===== src/rtl/ram_bus_arbiter.sv =====
// ram_bus_arbiter
//   Shares one RAM port between two cores, each with an instruction and a
//   data cache request channel. Data requests outrank instruction requests;
//   within a class, ties go round-robin between the cores. A granted
//   transaction owns the RAM port until the RAM reports ACCESS.
//
// Optional feature: define ARB_STATS_EN to add CNT_W-wide saturating
//   completion counters on grant_cnt (index 0 c0d, 1 c1d, 2 c0i, 3 c1i).
//
// Ports
//   CLK, nRST          clock (rising edge), async active-low reset
//   iREN/dREN/dWEN     per-core instruction read / data read / data write requests
//   iaddr/daddr/dstore per-core addresses and write data
//   iwait/dwait        per-core wait (0 = transaction completes this cycle)
//   iload/dload        per-core read data (0 unless completing a read)
//   ramstate/ramload   RAM status (FREE/BUSY/ACCESS/ERROR) and read data
//   ramaddr/ramstore   RAM address and write data
//   ramREN/ramWEN      RAM read / write enables
//   grant_cnt          completion counters (ARB_STATS_EN only)
module ram_bus_arbiter #(
  parameter int unsigned ADDR_W = 32,
  parameter int unsigned DATA_W = 32
`ifdef ARB_STATS_EN
  , parameter int unsigned CNT_W = 16
`endif
) (
  input  logic              CLK,
  input  logic              nRST,
  input  logic [1:0]        iREN,
  input  logic [1:0]        dREN,
  input  logic [1:0]        dWEN,
  input  logic [ADDR_W-1:0] iaddr  [2],
  input  logic [ADDR_W-1:0] daddr  [2],
  input  logic [DATA_W-1:0] dstore [2],
  output logic [1:0]        iwait,
  output logic [1:0]        dwait,
  output logic [DATA_W-1:0] iload  [2],
  output logic [DATA_W-1:0] dload  [2],
  input  logic [1:0]        ramstate,
  input  logic [DATA_W-1:0] ramload,
  output logic [ADDR_W-1:0] ramaddr,
  output logic [DATA_W-1:0] ramstore,
  output logic              ramREN,
  output logic              ramWEN
`ifdef ARB_STATS_EN
  ,
  output logic [CNT_W-1:0]  grant_cnt [4]
`endif
);

  localparam logic [1:0] RamAccess = 2'd2;

  typedef enum logic [0:0] {StIdle, StGrant} state_e;

  state_e state_q, state_d;
  // Latched winner: owning core, class (1 = instruction) and direction.
  logic   core_q,  core_d;
  logic   instr_q, instr_d;
  logic   wr_q,    wr_d;
  // Round-robin pointers: core that wins a tie in each class.
  logic   dptr_q,  dptr_d;
  logic   iptr_q,  iptr_d;

  logic       live_en;   // winner still asserting the enable it was granted on
  logic       active;    // GRANT with a live winner: RAM port is driven
  logic       done;      // completion this cycle
  logic [1:0] dreq_m;
  logic [1:0] ireq_m;
  logic       dptr_arb;
  logic       iptr_arb;
  logic       arb_valid;
  logic       arb_core;
  logic       arb_instr;
  logic       arb_wr;

  always_comb begin
    if (instr_q) begin
      live_en = iREN[core_q];
    end else if (wr_q) begin
      live_en = dWEN[core_q];
    end else begin
      live_en = dREN[core_q];
    end
    active = (state_q == StGrant) && live_en;
    done   = active && (ramstate == RamAccess);
  end

  // Arbitration. On a completing edge the finished requester is masked out
  // (its enable is still high until the core sees wait=0) and the pointer
  // for its class is already flipped, so back-to-back grants stay fair.
  always_comb begin
    dreq_m   = dREN | dWEN;
    ireq_m   = iREN;
    dptr_arb = dptr_q;
    iptr_arb = iptr_q;
    if (done) begin
      if (instr_q) begin
        ireq_m[core_q] = 1'b0;
        iptr_arb       = ~core_q;
      end else begin
        dreq_m[core_q] = 1'b0;
        dptr_arb       = ~core_q;
      end
    end
    arb_valid = (|dreq_m) || (|ireq_m);
    arb_core  = 1'b0;
    arb_instr = 1'b0;
    arb_wr    = 1'b0;
    if (|dreq_m) begin
      arb_core = (dreq_m == 2'b11) ? dptr_arb : dreq_m[1];
      arb_wr   = dWEN[arb_core];
    end else if (|ireq_m) begin
      arb_instr = 1'b1;
      arb_core  = (ireq_m == 2'b11) ? iptr_arb : ireq_m[1];
    end
  end

  // State register.
  always_ff @(posedge CLK or negedge nRST) begin
    if (!nRST) begin
      state_q <= StIdle;
      core_q  <= 1'b0;
      instr_q <= 1'b0;
      wr_q    <= 1'b0;
      dptr_q  <= 1'b0;
      iptr_q  <= 1'b0;
    end else begin
      state_q <= state_d;
      core_q  <= core_d;
      instr_q <= instr_d;
      wr_q    <= wr_d;
      dptr_q  <= dptr_d;
      iptr_q  <= iptr_d;
    end
  end

  // Next-state logic.
  always_comb begin
    state_d = state_q;
    core_d  = core_q;
    instr_d = instr_q;
    wr_d    = wr_q;
    dptr_d  = dptr_q;
    iptr_d  = iptr_q;
    unique case (state_q)
      StIdle: begin
        if (arb_valid) begin
          state_d = StGrant;
          core_d  = arb_core;
          instr_d = arb_instr;
          wr_d    = arb_wr;
        end
      end
      StGrant: begin
        if (!live_en) begin
          // Abort: winner withdrew; pointers untouched.
          state_d = StIdle;
        end else if (done) begin
          dptr_d = dptr_arb;
          iptr_d = iptr_arb;
          if (arb_valid) begin
            core_d  = arb_core;
            instr_d = arb_instr;
            wr_d    = arb_wr;
          end else begin
            state_d = StIdle;
          end
        end
      end
      default: state_d = StIdle;
    endcase
  end

  // Outputs: RAM port follows the winner's live inputs; loads pass through
  // combinationally only in the completing cycle.
  always_comb begin
    iwait    = 2'b11;
    dwait    = 2'b11;
    iload[0] = '0;
    iload[1] = '0;
    dload[0] = '0;
    dload[1] = '0;
    ramaddr  = '0;
    ramstore = '0;
    ramREN   = 1'b0;
    ramWEN   = 1'b0;
    if (active) begin
      if (instr_q) begin
        ramaddr = iaddr[core_q];
        ramREN  = 1'b1;
      end else begin
        ramaddr  = daddr[core_q];
        ramstore = dstore[core_q];
        ramREN   = ~wr_q;
        ramWEN   = wr_q;
      end
    end
    if (done) begin
      if (instr_q) begin
        iwait[core_q] = 1'b0;
        iload[core_q] = ramload;
      end else begin
        dwait[core_q] = 1'b0;
        if (!wr_q) begin
          dload[core_q] = ramload;
        end
      end
    end
  end

`ifdef ARB_STATS_EN
  logic [1:0] cnt_idx;
  assign cnt_idx = {instr_q, core_q};

  always_ff @(posedge CLK or negedge nRST) begin
    if (!nRST) begin
      for (int k = 0; k < 4; k++) begin
        grant_cnt[k] <= '0;
      end
    end else if (done && (grant_cnt[cnt_idx] != '1)) begin
      grant_cnt[cnt_idx] <= grant_cnt[cnt_idx] + 1'b1;
    end
  end
`endif

endmodule


===== config.mk =====
export PLATFORM = sky130hd
export DESIGN_NAME = ram_bus_arbiter
export DESIGN_NICKNAME = d
export VERILOG_FILES = /design/src/rtl/ram_bus_arbiter.sv
export SDC_FILE = /design/constraint.sdc
export NUM_CORES = 1
export LEC_CHECK = 0
export CORE_AREA = 5 5 165 167
export CTS_BUF_LIST = sky130_fd_sc_hd__clkbuf_16
export DETAILED_ROUTE_END_ITERATION = 10
export DIE_AREA = 0 0 170 172
export GPL_TIMING_DRIVEN = 0
export MAX_ROUTING_LAYER = met4
export PLACE_DENSITY = 0.53
export SYNTH_ARGS = -nofsm -noshare
export SYNTH_HDL_FRONTEND = slang
export SYNTH_SLANG_ARGS = --single-unit
export TNS_END_PERCENT = 10

===== constraint.sdc =====
create_clock -name CLK -period 3.1 [get_ports CLK]
set_input_delay 0.62 -clock CLK [delete_from_list [all_inputs] [get_ports CLK]]
set_output_delay 0.62 -clock CLK [all_outputs]
set_load 0.02 [all_outputs]

; Yosys cells after proc, flatten, opt, wreduce, memory -nomap -nowiden
; Cells that the tools add are included.
[classes]
n_lt_le_gt_ge = 5
n_eq_ne = 5
mux = 71
bitwise = 9
n_reduce_logical = 9
[op_table]
columns = cell, count
row1 = $mux W32, 14
row2 = $mux W64, 5
row3 = $and A64 B64 Y64, 1
row4 = $mux W1, 38
row5 = $demux W32 S1, 1
row6 = $mux W2, 8
row7 = $pmux W1 S2, 4
row8 = $eq A2 B2 Y1 const B, 3
row9 = $and A2 B2 Y2, 2
row10 = $logic_and A1 B1 Y1, 4
row11 = $lt A1 B2 Y1 const B, 2
row12 = $ne A2 B1 Y1 const B, 2
row13 = $reduce_or A2 Y1, 2
row14 = $not A1 Y1, 3
row15 = $reduce_and A3 Y1, 1
row16 = $ge A2 B2 Y1 const B, 1
row17 = $lt A2 B1 Y1 const B, 1
row18 = $not A1 Y2, 1
row19 = $not A2 Y2, 1
row20 = $or A2 B2 Y2, 1
row21 = $reduce_and A2 Y1, 1
row22 = $demux W1 S1, 1
row23 = $ge A1 B1 Y1 const B, 1
row24 = $logic_or A1 B1 Y1, 1
[totals]
ff_bits = 6
inputBits = 234

; Longest topological paths before layout
[logic_depth]
ltp_word = 17
mapped_depth = 7
depth_no_buf = 5

; Worst setup path after synthesis
; No wires, ideal clock.
[synth_path]
path_type = in2out
start = in dREN[1]
end = out ramREN
t_arrival_ps = 1745
required_ps = 2480
path_slack_ps = 735
path_stages = 5
n_path_buf = 1
path_cell_list = mux4_2 -> mux2i_4 -> or2b_4 -> buf_2 -> a21oi_1
[synth_via]
elab_chain_cells = 6
[synth_rtl]
columns = item, line
row1 = "start, declared", 30  ; input logic [1:0] dREN,
row2 = $mux W1 (not written as such) (2 in a row), 82  ; live_en = dREN[core_q];
row3 = $mux W1, 79  ; end else if (wr_q) begin
row4 = $mux W1, 77  ; if (instr_q) begin
row5 = $logic_and A1 B1 Y1, 84  ; active = (state_q == StGrant) && live_en;
row6 = $mux W1, 187  ; if (active) begin
row7 = "end, declared", 43  ; output logic ramREN,
; Every way passes these cells. The select of a mux whose other input is x is not followed.

==> Implementation_results.wiki <==
{| class="wikitable"
! Metric !! Value
|-
| Die boundary height || approximately 170 um
|-
| Number of distinct library cells after synthesis || 36
|-
| Post-layout util || 29.8%
|-
| Start point of the critical path || ramstate[0]
|-
| Post-detailed-route via-to-cell ratio || 3.85
|-
| Critical Path Start Type || input port
|-
| Die X-Extent || 170 um
|-
| Final period utilization || ~99%
|-
| Largest cells by area after synthesis || sky130_fd_sc_hd__and2_1 28%, sky130_fd_sc_hd__mux4_2 26%, sky130_fd_sc_hd__mux2i_1 12%
|-
| Final layout net count || 1034
|-
| Routability Congestion || 0.811
|-
| Worst Hold Class || reg2reg
|-
| Maximum number of pins on one net before global-route repair || 11
|-
| Clock-pin slew on the worst setup and hold paths || around 0.040 ns
|-
| Synth Register Bits || 6
|-
| Layout area overhead || 167%
|-
| Global-route wire length before repair || 27.8 mm
|-
| Max-slew violation count || 0
|-
| Yosys top cell by area || sky130_fd_sc_hd__and2_1
|-
| Cell count of the worst reg-to-reg path || 6
|-
| Hold Crit Start || dptr_q
|-
| DRC violation count after routing || 0
|-
| Portion of synthesized cell area occupied by the leading cell type || approximately 28%
|-
| Upper clock frequency limit || around 330 MHz
|-
| Per-cell routed wire length || 18.1 um
|-
| Synth warn || 0
|-
| Number of buffers added on ports || 431
|-
| Number of hold violations in the final report || 0
|-
| End point of the most critical hold path || dptr_q
|-
| Worst EP arrival || roughly 2.5 ns
|-
| Final antenna-violating net count || 0
|-
| Initial antenna violation count || 4
|-
| Unrepaired setup endpoints after global routing || true
|-
| Max Cap Viol || 0
|-
| Layout cells sized above 1 || about 28%
|-
| Status || finished clean
|-
| Dpl cell area || 0.00760 mm2
|-
| Synthesized area || 0.00286 mm2
|-
| CTS Root Buffer Type || sky130_fd_sc_hd__clkbuf_16
|-
| CTS tree || done
|-
| Insertion delay of the later-clocked pin in the worst-skew pair || 0.23 ns
|-
| Slowest cell delay on critical path || between 0.4 and 0.5 ns
|-
| Iteration-0 DRC count of the detailed router || 96
|-
| Vias after detailed routing || 4363
|-
| Die outline area || 0.0292 mm2
|-
| Post-route setup TNS || 0 ns
|-
| Final std cell area, no fill || roughly 0.0076 mm2
|-
| Endpoints failing setup || 0
|-
| Cell depth of the worst min-delay path || 2
|-
| Share of synthesized area occupied by flip-flops and latches || 5.26%
|-
| Starting Density || 11.1%
|-
| Ranking of synthesized cells by instance count || 129 x sky130_fd_sc_hd__and2_1, 38 x sky130_fd_sc_hd__nor2_1, 34 x sky130_fd_sc_hd__mux2i_1, 33 x sky130_fd_sc_hd__mux4_2, 32 x sky130_fd_sc_hd__nor2b_1
|-
| Post-Synthesis Net Count || 585
|-
| Peak ir drop on the vdd network || 0.257 mV
|-
| CP delay by family, top || buffers and inverters
|-
| Buf+Inv Stages, Crit Path || 4
|-
| Share of async-settable or async-resettable flops after synthesis || 100%
|-
| Ordered list of cells on the worst path || clkdlybuf4s50_1 > nand4bb_4 > nor4_4 > buf_4 > clkbuf_4 > and2_1 > clkdlybuf4s15_2
|-
| Critical setup path kind || in2out
|-
| Slowest cell on the critical path || sky130_fd_sc_hd__clkdlybuf4s50_1
|-
| Number of flops mapped to enable cells by yosys || 0
|-
| Worst clock skew on the final layout || 0.00240 ns
|-
| Global Route Usage Sum || 12.6%
|-
| Avg Inst Size Synth || a little over 8 um2
|-
| Std cell rows || 59
|-
| Critical path required time || 2.48 ns
|-
| Number of antenna diodes || 0
|-
| Post-detailed-placement half-perimeter wirelength || 17.3 mm
|-
| Reg-to-reg slack, setup || 1.09 ns
|-
| Headroom to the max-slew limit || between 50% and 60%
|-
| Final critical-path required period || 3.07 ns
|-
| Length of the first detailed-routing pass in iterations || 4
|-
| Smallest hold slack || 0.504 ns
|-
| Terminus of the critical flop-to-flop path || wr_q
|-
| Crit path max fanout || 10
|-
| Number of global-route vias before repair || 4623
|-
| PnR Total Power || 3.95 mW
|-
| Count leader, synth || sky130_fd_sc_hd__and2_1
|-
| Leakage power summed over all cells || ~3.4 nW
|-
| Routed Wire Length || 20.5 mm
|-
| Power density over cell area || ~520 mW/mm2
|-
| Buffers from clock root to sink, at most || 2
|-
| Clock buffer count from CTS || 3
|-
| H-Tree Depth || 1
|-
| Primary FF master, synth || sky130_fd_sc_hd__dfrtp_1
|-
| Number of I/O pins || ~430
|-
| Gate count after technology mapping || 351
|-
| Total number of clock tree sinks || 6
|-
| Crit path capture type || primary output
|-
| CTS hold repair buffers || 0
|-
| Critical register-to-register path startpoint || wr_q
|-
| Total grt overflow || 0
|-
| Core Box Area || ~0.026 mm2
|-
| Slew of the pin with the lowest slew margin || 0.728 ns
|}
## placed cells by master (no fill, tap or decap), types with 4 or more instances in the layout
cell,count
sky130_fd_sc_hd__clkdlybuf4s15_1,12
sky130_fd_sc_hd__a21oi_1,5
sky130_fd_sc_hd__nor2_1,37
sky130_fd_sc_hd__mux4_2,33
sky130_fd_sc_hd__buf_2,38
sky130_fd_sc_hd__buf_4,14
sky130_fd_sc_hd__inv_1,6
sky130_fd_sc_hd__buf_1,4
sky130_fd_sc_hd__mux2i_1,34
sky130_fd_sc_hd__dlygate4sd2_1,43
sky130_fd_sc_hd__clkbuf_2,50
sky130_fd_sc_hd__and2_1,129
sky130_fd_sc_hd__clkdlybuf4s15_2,57
sky130_fd_sc_hd__clkbuf_16,6
sky130_fd_sc_hd__nor2b_1,32
sky130_fd_sc_hd__clkbuf_4,4
sky130_fd_sc_hd__clkdlybuf4s50_1,231
sky130_fd_sc_hd__nand2_1,5
sky130_fd_sc_hd__dfrtp_1,6
sky130_fd_sc_hd__dlymetal6s2s_1,5
## metal layers
metal / wire length (um) / up-vias / GRT usage, %
met4: 269 / 0 / 1.60
met1: 8180 / 1973 / 15.0
li1: - / 2101 / -
met5: 0 / - / -
met3: 1460 / 20 / 2.33
met2: 10600 / 269 / 23.0
## per-stage QoR
stage	cells	worst slack, ns
2_1_floorplan	351	0.735
6_report	1133	0.0308
3_3_place_gp	1117	-1.63
3_5_place_dp	1118	-1.28
4_1_cts	1125	-0.195
5_1_grt	1133	-0.0975
## kinds of logic (layout without fill, tap and decap cells)
| logic type | Yosys count | in the layout | synth area share (%) |
|---|---|---|---|
| and+or+nand+nor | 221 | 222 | 45.6 |
| muxes | 69 | 69 | 39.1 |
| buffers and inverters | 39 | 485 | 6.18 |
| AOI/OAI and AO/OA | 16 | 16 | 3.86 |
| DFF | 6 | 6 | 5.26 |
## tightest hold or removal path: cells and delay by family, from the launching register on
family           cells  cell delay [ns]
flip-flops           1             0.36
AND/OR/NAND/NOR      2             0.12
## state kept, by name, summed over array words and instances, names as in the netlist
signal   flops
core_q       1
instr_q      1
state_q      1
wr_q         1
dptr_q       1
iptr_q       1
## how the worst max path moves through the flow
stage / end / cells past startpoint
2_1_floorplan: ramREN / 5
3_3_place_gp: dload[10] / 6
3_5_place_dp: dload[33] / 6
4_1_cts: ramaddr[26] / 7
5_1_grt: dload[47] / 7
6_report: dload[53] / 7
## what timing repair did
item | CTS | global route
cloned | 0 | 4
gates resized for setup | 439 | 142
endpoints found under the setup margin | 197 | 176
setup buffers | 4 | 4
pin swaps | 4 | 1
## where the power goes
| group | leakage, nW | internal (mW) | switching [mW] | total, mW |
|---|---|---|---|---|
| logic | 3.27 | 1.77 | 1.82 | 3.60 |
| clock network | 0.0370 | 0.166 | 0.0450 | 0.211 |
| registers | 0.0682 | 0.113 | 0.0311 | 0.144 |
## final cells by class
cell class              count  area [um2]
fillers                  2750       18000
repair buffers            443        4110
multi-input cells         307        2590
well taps                 335         419
plain buffers              33         258
flip-flops and latches      6         150
clock buffers               3        75.1
inverters                   6        22.5
Note: power is estimated with default switching activity, not from simulation.
